$ cat src/rtl/fpga_pkg.sv
// Shared types for the fpga_dffer_pipe register pipeline.
package fpga_pkg;

  typedef enum logic [1:0] {
    HOLD  = 2'b00,
    SHIFT = 2'b01,
    LOAD  = 2'b10,
    CLEAR = 2'b11
  } dffer_mode_e;

endpackage : fpga_pkg

$ cat src/rtl/fpga_dffer_stage.sv
// One pipeline stage: WIDTH data bits plus valid, with enable and mode-driven next-value select.
// Optional stored parity bit when FPGA_DFFER_PIPE_PARITY_EN is defined.
module fpga_dffer_stage
  import fpga_pkg::*;
#(
  parameter int              WIDTH     = 8,
  parameter logic [WIDTH-1:0] RESET_VAL = '0
) (
  input  logic             clk_i,
  input  logic             reset_i,
  input  logic             en_i,
  input  logic [1:0]       mode_i,
  input  logic [WIDTH-1:0] shift_data_i,
  input  logic             shift_valid_i,
  input  logic [WIDTH-1:0] load_data_i,
`ifdef FPGA_DFFER_PIPE_PARITY_EN
  input  logic             shift_par_i,
  output logic             par_o,
`endif
  output logic [WIDTH-1:0] data_o,
  output logic             valid_o
);

  logic [WIDTH-1:0] data_d, data_q;
  logic             valid_d, valid_q;

  always_comb begin
    data_d  = data_q;
    valid_d = valid_q;
    if (en_i) begin
      case (mode_i)
        SHIFT: begin
          data_d  = shift_data_i;
          valid_d = shift_valid_i;
        end
        LOAD: begin
          data_d  = load_data_i;
          valid_d = 1'b1;
        end
        CLEAR: begin
          data_d  = RESET_VAL;
          valid_d = 1'b0;
        end
        default: begin
          data_d  = data_q;
          valid_d = valid_q;
        end
      endcase
    end else begin
      data_d  = data_q;
      valid_d = valid_q;
    end
  end

  always_ff @(posedge clk_i) begin
    if (reset_i) begin
      data_q  <= RESET_VAL;
      valid_q <= 1'b0;
    end else begin
      data_q  <= data_d;
      valid_q <= valid_d;
    end
  end

  assign data_o  = data_q;
  assign valid_o = valid_q;

`ifdef FPGA_DFFER_PIPE_PARITY_EN
  // Even parity: the stored bit makes data plus parity carry an even number of ones.
  function automatic logic even_par_f(input logic [WIDTH-1:0] v);
    return ^v;
  endfunction

  logic par_d, par_q;

  always_comb begin
    par_d = par_q;
    if (en_i) begin
      case (mode_i)
        SHIFT:   par_d = shift_par_i;
        LOAD:    par_d = even_par_f(load_data_i);
        CLEAR:   par_d = even_par_f(RESET_VAL);
        default: par_d = par_q;
      endcase
    end else begin
      par_d = par_q;
    end
  end

  always_ff @(posedge clk_i) begin
    if (reset_i) begin
      par_q <= even_par_f(RESET_VAL);
    end else begin
      par_q <= par_d;
    end
  end

  assign par_o = par_q;
`endif

endmodule : fpga_dffer_stage

$ cat src/rtl/fpga_dffer_pipe.sv
// DEPTH-stage enabled shift/load/clear register pipeline with per-stage valid and occupancy count.
// Define FPGA_DFFER_PIPE_PARITY_EN to add the per-stage even-parity output par_o.
module fpga_dffer_pipe
  import fpga_pkg::*;
#(
  parameter int               WIDTH     = 8,
  parameter int               DEPTH     = 4,
  parameter logic [WIDTH-1:0] RESET_VAL = '0
) (
  input  logic                       clk_i,
  input  logic                       reset_i,
  input  logic                       E_i,
  input  logic [1:0]                 mode_i,
  input  logic [WIDTH-1:0]           D_i,
  input  logic [DEPTH*WIDTH-1:0]     load_i,
  output logic [WIDTH-1:0]           Q_o,
  output logic [DEPTH*WIDTH-1:0]     taps_o,
  output logic [DEPTH-1:0]           valid_o,
  output logic [$clog2(DEPTH+1)-1:0] count_o,
  output logic                       full_o,
`ifdef FPGA_DFFER_PIPE_PARITY_EN
  output logic [DEPTH-1:0]           par_o,
`endif
  output logic                       empty_o
);

  localparam int CW = $clog2(DEPTH+1);

  logic [DEPTH*WIDTH-1:0] taps_s;
  logic [DEPTH*WIDTH-1:0] shift_taps_s;
  logic [DEPTH-1:0]       valid_s;
  logic [DEPTH-1:0]       shift_valid_s;
  logic [CW-1:0]          count_d, count_q;

  // Stage k shifts in from stage k-1; stage 0 takes D_i and always becomes valid.
  assign shift_taps_s  = {taps_s[(DEPTH-1)*WIDTH-1:0], D_i};
  assign shift_valid_s = {valid_s[DEPTH-2:0], 1'b1};

`ifdef FPGA_DFFER_PIPE_PARITY_EN
  logic [DEPTH-1:0] par_s;
  logic [DEPTH-1:0] shift_par_s;
  assign shift_par_s = {par_s[DEPTH-2:0], ^D_i};
  assign par_o       = par_s;
`endif

  for (genvar k = 0; k < DEPTH; k++) begin : g_stage
`ifdef FPGA_DFFER_PIPE_PARITY_EN
    fpga_dffer_stage #(
      .WIDTH     (WIDTH),
      .RESET_VAL (RESET_VAL)
    ) u_stage (
      .clk_i         (clk_i),
      .reset_i       (reset_i),
      .en_i          (E_i),
      .mode_i        (mode_i),
      .shift_data_i  (shift_taps_s[k*WIDTH +: WIDTH]),
      .shift_valid_i (shift_valid_s[k]),
      .load_data_i   (load_i[k*WIDTH +: WIDTH]),
      .shift_par_i   (shift_par_s[k]),
      .par_o         (par_s[k]),
      .data_o        (taps_s[k*WIDTH +: WIDTH]),
      .valid_o       (valid_s[k])
    );
`else
    fpga_dffer_stage #(
      .WIDTH     (WIDTH),
      .RESET_VAL (RESET_VAL)
    ) u_stage (
      .clk_i         (clk_i),
      .reset_i       (reset_i),
      .en_i          (E_i),
      .mode_i        (mode_i),
      .shift_data_i  (shift_taps_s[k*WIDTH +: WIDTH]),
      .shift_valid_i (shift_valid_s[k]),
      .load_data_i   (load_i[k*WIDTH +: WIDTH]),
      .data_o        (taps_s[k*WIDTH +: WIDTH]),
      .valid_o       (valid_s[k])
    );
`endif
  end

  // Occupancy tracked incrementally; a SHIFT grows it only while the last stage is still empty.
  always_comb begin
    count_d = count_q;
    if (E_i) begin
      case (mode_i)
        SHIFT: begin
          if (!valid_s[DEPTH-1]) begin
            count_d = count_q + CW'(1);
          end else begin
            count_d = count_q;
          end
        end
        LOAD:    count_d = CW'(DEPTH);
        CLEAR:   count_d = '0;
        default: count_d = count_q;
      endcase
    end else begin
      count_d = count_q;
    end
  end

  always_ff @(posedge clk_i) begin
    if (reset_i) begin
      count_q <= '0;
    end else begin
      count_q <= count_d;
    end
  end

  assign taps_o  = taps_s;
  assign Q_o     = taps_s[(DEPTH-1)*WIDTH +: WIDTH];
  assign valid_o = valid_s;
  assign count_o = count_q;
  assign full_o  = (count_q == CW'(DEPTH));
  assign empty_o = (count_q == '0);

endmodule : fpga_dffer_pipe

$ cat config.mk
export PLATFORM = sky130hd
export DESIGN_NAME = fpga_dffer_pipe
export DESIGN_NICKNAME = d
export VERILOG_FILES = /design/src/rtl/fpga_pkg.sv /design/src/rtl/fpga_dffer_stage.sv /design/src/rtl/fpga_dffer_pipe.sv
export SDC_FILE = /design/constraint.sdc
export NUM_CORES = 1
export LEC_CHECK = 0
export ABC_CLOCK_PERIOD_IN_PS = 1500
export CAP_MARGIN = 20
export CORE_MARGIN = 2
export CORE_UTILIZATION = 41
export DETAILED_ROUTE_END_ITERATION = 8
export PLACE_DENSITY = 0.81
export SETUP_SLACK_MARGIN = 0.05
export SLEW_MARGIN = 20
export SYNTH_ARGS = -nofsm -noshare
export SYNTH_HDL_FRONTEND = slang
export SYNTH_SLANG_ARGS = --single-unit
$ cat constraint.sdc
create_clock -name clk_i -period 1.5 [get_ports clk_i]
set_input_delay 0.3 -clock clk_i [delete_from_list [all_inputs] [get_ports clk_i]]
set_output_delay 0.3 -clock clk_i [all_outputs]
set_load 0.02 [all_outputs]
==> impl_metrics.env, run 1 <==
export IMPL_gp_congestion=0.768
export IMPL_max_freq_ghz=0.710
export IMPL_wl_um=5420
export IMPL_setup_viol=0
export IMPL_nets=370
export IMPL_p_leak_nw=1.29
export IMPL_critPathMaxFanout=2
export IMPL_p_sw_mw=0.731
export IMPL_die_area_um2=5320
export IMPL_yosysUniqueCellTypes=26
export IMPL_cap_violations=0
export IMPL_synth_fp_nets=285
export IMPL_grt_max_degree=34
export IMPL_postCtsHoldBufs=0
export IMPL_hold_slack_ns=0.502
export IMPL_grt_pass1_vias=1880
export IMPL_design_area_um2=2930
export IMPL_crit_path_top_delay_cell="dfxtp_2"
export IMPL_die_x_um=72.9
export IMPL_ys_seq_elements=39
export IMPL_path_clk_slew_ns=0.07
export IMPL_status="complete, no violations"
export IMPL_hold_violations=0
export IMPL_start_util_pct=41.8
export IMPL_swShare_pct=28.4
export IMPL_critPathCaptureType="primary output"
export IMPL_pwr_share_seq_pct=45.0
export IMPL_grt_usage_pct=20.6
export IMPL_seq_area_um2=783
export IMPL_layout_commonest_cell="dlygate4sd2_1"
export IMPL_syn_inst=238
export IMPL_core_area_um2=4660
export IMPL_diodes=0
export IMPL_dr_first_iter_drc_count=123
export IMPL_cpPeakStageDelay_ns=0.34
export IMPL_cts_tree="done"
export IMPL_critical_path_class="reg -> out"
export IMPL_rows=25
export IMPL_power_density_nw_per_um2=877
export IMPL_placed_cell_area_um2=2880
export IMPL_slew_headroom_pct=78.3
export IMPL_p_int_mw=1.84
export IMPL_grt_pass1_wl_um=8650
export IMPL_cts_sinks=39
export IMPL_fin_setup_tns_ns=0
export IMPL_comb_power_share_pct=25.0
export IMPL_worstMarginPinSlew_ns=0.325
export IMPL_p_total_mw=2.57
export IMPL_worst_setup_path_start_kind="flop"
export IMPL_clockBufferDepth=2
export IMPL_synth_top_flop_cell="dfxtp_1"
export IMPL_avgViaCountPerCell=5.25
export IMPL_worst_clock_skew_ns=0.00124
export IMPL_drive_gt1_share_pct=11.1
export IMPL_pre_cts_slack_ns=-0.157
export IMPL_rsz0062_at_grt="false"
export IMPL_final_min_clock_period_ns=1.41
export IMPL_setup_slack_ns=0.0913
export IMPL_timing_final_crit_share_pct=93.9
export IMPL_drc=0
export IMPL_clockPowerShare_pct=30.0
export IMPL_layout_common_cells="dlygate4sd2_1 (46), clkdlybuf4s50_1 (43), dfxtp_1 (37), nor2b_1 (36), a21oi_1 (35)"
export IMPL_syn2layout_area_growth_pct=50.5
export IMPL_insertion_delay_ns=0.28
export IMPL_io_pins=94
export IMPL_wl_per_cell_um=14.3
export IMPL_numCtsBuffers=5
export IMPL_synth_yosys_seq_area_share_pct=40.1
export IMPL_max_vdd_ir_drop_v=0.000412
export IMPL_fillers=440
export IMPL_syn_area_um2=1950
export IMPL_hpwl_um=3900
export IMPL_vias=1984
export IMPL_multi_input_area_um2=936
export IMPL_port_buffers=93
export IMPL_drtAntennaViolNets=0
export IMPL_synthArstFlopShare_pct=0
export IMPL_hp_class="reg -> reg"
export IMPL_required_ns=1.20
export IMPL_critPathArrivalTime_ns=1.11
export IMPL_antenna_found_initial=0
export IMPL_grt_overflow=0
export IMPL_postSynthAreaPerCell_um2=8.19
export IMPL_crit_chain="inv_2 > ha_2 > and2_1 > buf_6"
export IMPL_yosys_warnings=0
export IMPL_slew_violations=0
export IMPL_dieHeight_um=72.9
export IMPL_synth_edf_count=0
export IMPL_drt_pass1_iter_count=4
export IMPL_root_buffer="clkbuf_8"
export IMPL_cts_htree_levels=2
## synth_stat cells, drive strengths merged (2+ instances only)
cell | count | area share [%]
nand3 | 4 | 1.0
clkbuf | 6 | 1.2
nor2b | 36 | 12
inv | 5 | 0.96
nand2 | 3 | 0.58
o22ai | 32 | 10
o21ai | 35 | 9.0
ha | 2 | 1.3
dfxtp | 39 | 40
a21oi | 35 | 9.0
buf | 27 | 9.9
nor2 | 4 | 0.77
## routing by layer
layer	part of all wire [%]	vias to the layer above	track usage (%)
met5	0	-	0
met2	48	70	35.8
met3	6.1	2	5.52
met4	0.44	0	4.94
met1	45	904	25.3
li1	-	1008	-
## cell families (layout without fill, tap and decap cells)
logic type	after synthesis	count (layout)	synth area share (%)
adders and majority gates	2	2	1.28
DFF	39	39	40.1
AOI/OAI and AO/OA	108	108	31.4
and+or+nand+nor	51	51	15.2
buffers and inverters	38	124	12.0
## final cells by class
class	count	area share, %
clock buffers	8	3.41
inverters	5	0.640
multi-input cells	161	31.9
flip-flops and latches	39	26.7
well taps	54	2.30
repair buffers	111	35.0
## critical path: cells and delay by family, from the launching register on
kind | cells | cell delay [ns]
adder cells (fa/ha/maj) | 1 | 0.17
AND/OR/NAND/NOR | 1 | 0.15
buffers and inverters | 2 | 0.17
flip-flops | 1 | 0.34
## flip-flops by register name, indices dropped and copies added, names as in the netlist
| signal | flops |
|---|---|
| count_o | 3 |
| g_stage.u_stage.data_o | 32 |
| g_stage.u_stage.valid_o | 4 |
## final timing paths
path / startpoint / to / slack, ns / cells after the start
worst max-delay path: count_o[0] / full_o / 0.09 / 4
worst min-delay path: g_stage[2].u_stage.valid_o / g_stage[2].u_stage.valid_o / 0.50 / 2
worst max register to register: count_o[0] / count_o[2] / 0.37 / 5
worst min register to register: g_stage[2].u_stage.valid_o / g_stage[2].u_stage.valid_o / 0.50 / 2
## metrics by stage
| step | std cells | utilization (%) |
|---|---|---|
| after floorplan | 238 | - |
| after global placement | 369 | 61.9 |
| after detailed placement | 369 | 61.9 |
| after CTS | 378 | 62.9 |
| after global routing | 378 | 62.9 |
| final | 378 | 62.9 |
## repair_timing
action	in CTS	in global routing
setup buffers	1	0
pin swaps	0	0
endpoints found under the setup margin	49	4
gates resized for setup	59	5
## power groups by stage
| stage | combinational, mW | clock, mW | sequential, mW |
|---|---|---|---|
| after floorplan | 0.301 | 0 | 1.25 |
| after global placement | 0.693 | 0 | 1.18 |
| after detailed placement | 0.702 | 0 | 1.18 |
| after CTS | 0.646 | 0.781 | 1.16 |
| after global routing | 0.696 | 0.822 | 1.17 |
| final | 0.642 | 0.771 | 1.16 |
No activity file was read; power rests on OpenSTA's default activity.
==> inputs of run 2 (changes only) <==
--- a/config.mk
+++ b/config.mk
@@ -5,14 +5,14 @@
 export SDC_FILE = /design/constraint.sdc
 export NUM_CORES = 1
 export LEC_CHECK = 0
-export ABC_CLOCK_PERIOD_IN_PS = 1500
+export ABC_CLOCK_PERIOD_IN_PS = 1300
 export CAP_MARGIN = 20
 export CORE_MARGIN = 2
 export CORE_UTILIZATION = 41
 export DETAILED_ROUTE_END_ITERATION = 8
+export MAX_ROUTING_LAYER = met4
 export PLACE_DENSITY = 0.81
 export SETUP_SLACK_MARGIN = 0.05
-export SLEW_MARGIN = 20
 export SYNTH_ARGS = -nofsm -noshare
 export SYNTH_HDL_FRONTEND = slang
 export SYNTH_SLANG_ARGS = --single-unit
==> constraint.sdc (replaced) <==
create_clock -name clk_i -period 1.3 [get_ports clk_i]
set_input_delay 0.26 -clock clk_i [delete_from_list [all_inputs] [get_ports clk_i]]
set_output_delay 0.26 -clock clk_i [all_outputs]
set_load 0.02 [all_outputs]
==> impl_metrics.env, run 2 (synthesized netlist as in run 1, its figures left out) <==
export IMPL_status="finished, violations left"
export IMPL_violations="negative setup slack"
export IMPL_placed_cell_area_um2=2920
export IMPL_wl_per_cell_um=14.9
export IMPL_holdPathStages=2
export IMPL_hold_violations=0
export IMPL_pwr_share_seq_pct=42.7
export IMPL_crit_path_top_delay_cell="dfxtp_2"
export IMPL_crit_chain="inv_2 > ha_4 > nor2b_1 > buf_4"
export IMPL_grt_pass1_vias=2003
export IMPL_r2r_end="count_o[1]"
export IMPL_nets=375
export IMPL_clockPowerShare_pct=33.2
export IMPL_critPathArrivalTime_ns=1.09
export IMPL_antenna_found_initial=0
export IMPL_rows=25
export IMPL_setup_slack_ns=-0.0460
export IMPL_rsz0062_at_grt="true"
export IMPL_max_vdd_ir_drop_v=0.000535
export IMPL_cts_htree_levels=2
export IMPL_avgViaCountPerCell=5.32
export IMPL_insertion_delay_ns=0.29
export IMPL_clockBufferDepth=2
export IMPL_diodes=0
export IMPL_pre_cts_slack_ns=-0.344
export IMPL_grt_overflow=0
export IMPL_power_density_nw_per_um2=1070
export IMPL_gp_congestion=0.803
export IMPL_cts_sinks=39
export IMPL_p_leak_nw=1.20
export IMPL_dieHeight_um=72.9
export IMPL_layout_common_cells="clkdlybuf4s50_1 (41), dfxtp_1 (37), nor2b_1 (36), a21oi_1 (35), o22ai_1 (32)"
export IMPL_critical_path_class="reg -> out"
export IMPL_design_area_um2=2920
export IMPL_core_area_um2=4660
export IMPL_cts_tree="done"
export IMPL_drc=0
export IMPL_p_sw_mw=0.873
export IMPL_min_to="g_stage[2].u_stage.valid_o"
export IMPL_comb_power_share_pct=24.2
export IMPL_worst_clock_skew_ns=0.00455
export IMPL_worstMarginPinSlew_ns=0.335
export IMPL_timing_final_crit_share_pct=104
export IMPL_wl_um=5700
export IMPL_grt_pass1_wl_um=8930
export IMPL_required_ns=1.04
export IMPL_r2r_start="g_stage[3].u_stage.valid_o"
export IMPL_hold_start="g_stage[2].u_stage.valid_o"
export IMPL_syn2layout_area_growth_pct=50.0
export IMPL_die_x_um=72.9
export IMPL_rr_worst_depth=4
export IMPL_critPathCaptureType="primary output"
export IMPL_slew_violations=0
export IMPL_worst_setup_path_start_kind="flop"
export IMPL_hpwl_um=4030
export IMPL_layout_commonest_cell="clkdlybuf4s50_1"
export IMPL_critPathMaxFanout=2
export IMPL_hp_class="reg -> reg"
export IMPL_numCtsBuffers=5
export IMPL_cpPeakStageDelay_ns=0.34
export IMPL_setup_viol=2
export IMPL_slew_headroom_pct=77.6
export IMPL_root_buffer="clkbuf_8"
export IMPL_max_freq_ghz=0.743
export IMPL_port_buffers=93
export IMPL_fin_cells=383
export IMPL_start_util_pct=41.8
export IMPL_dp_cells=373
export IMPL_dr_first_iter_drc_count=173
export IMPL_vias=2039
export IMPL_drtAntennaViolNets=0
export IMPL_grt_usage_pct=22.2
export IMPL_drt_pass1_iter_count=4
export IMPL_drive_gt1_share_pct=22.8
export IMPL_swShare_pct=27.8
export IMPL_die_area_um2=5320
export IMPL_largest_reg_flops=32
export IMPL_cap_violations=0
export IMPL_p_int_mw=2.26
export IMPL_fin_setup_tns_ns=-0.0902
export IMPL_grt_max_degree=21
export IMPL_io_pins=94
export IMPL_hold_slack_ns=0.537
export IMPL_path_clk_slew_ns=0.07
export IMPL_final_min_clock_period_ns=1.35
export IMPL_ff2ff_setup_slack_ns=0.21
-- run 2: cell count changes in the layout (fill, tap and decap cells not counted), sizes merged --
cell	change
buf	+6
bufinv	+1
clkbuf	+24
clkdlybuf4s15	+17
clkdlybuf4s50	-2
clkinv	+1
dlygate4sd2	-42
dlymetal6s2s	-1
o21a	+1
-- run 2: per-stage QoR --
step                      power [mW]  util (%)
after floorplan                 1.79         -
after global placement          2.17      62.6
after detailed placement        2.19      62.6
after CTS                       3.15      64.8
after global routing            3.27      62.7
final                           3.13      62.7
-- run 2: final cells by class --
class	count	area (um2)
Fill cell	434	1740
Inverter	5	18.8
Multi-Input combinational cell	162	957
Tap cell	54	67.6
Sequential cell	39	783
Clock buffer	6	82.6
Timing Repair Buffer	115	977
Clock inverter	2	35.0
-- run 2: routing by layer --
| metal | track usage (%) | wire length, um | vias up |
|---|---|---|---|
| met1 | 25.7 | 2400 | 919 |
| met3 | 5.25 | 413 | 8 |
| met2 | 37.6 | 2810 | 92 |
| li1 | - | - | 1020 |
| met4 | 8.02 | 70 | 0 |
| met5 | - | 0 | - |
-- run 2: how the worst max path moves through the flow --
stage                     from                    endpoint  depth (start not counted)
finish              count_o[0]                     empty_o                          4
global route        count_o[0]                     empty_o                          4
CTS                 count_o[1]                      full_o                          4
detailed placement   mode_i[1]  g_stage[1].u_stage.valid_o                          5
global placement     mode_i[1]                  count_o[2]                          5
floorplan           count_o[1]                  count_o[1]                          4
-- run 2: worst max-delay path, delay by kind of cell, from the launching register on --
family / cells / cell delay [ns]
buffers and inverters: 2 / 0.20
AND/OR/NAND/NOR: 1 / 0.12
flip-flops: 1 / 0.34
adder cells (fa/ha/maj): 1 / 0.15
-- run 2: timing repair --
action | in CTS | in global routing
setup buffers | 0 | 1
hold buffers | 0 | 0
gates resized for setup | 98 | 50
pin swaps | 2 | 1
endpoints found under the setup margin | 73 | 40
cloned | 1 | 0
-- run 2: power by group through the flow --
stage	combinational (mW)	clock [mW]	sequential [mW]
floorplan	0.347	0	1.44
global placement	0.811	0	1.36
detailed placement	0.821	0	1.37
CTS	0.772	1.04	1.34
global route	0.823	1.10	1.35
finish	0.757	1.04	1.34
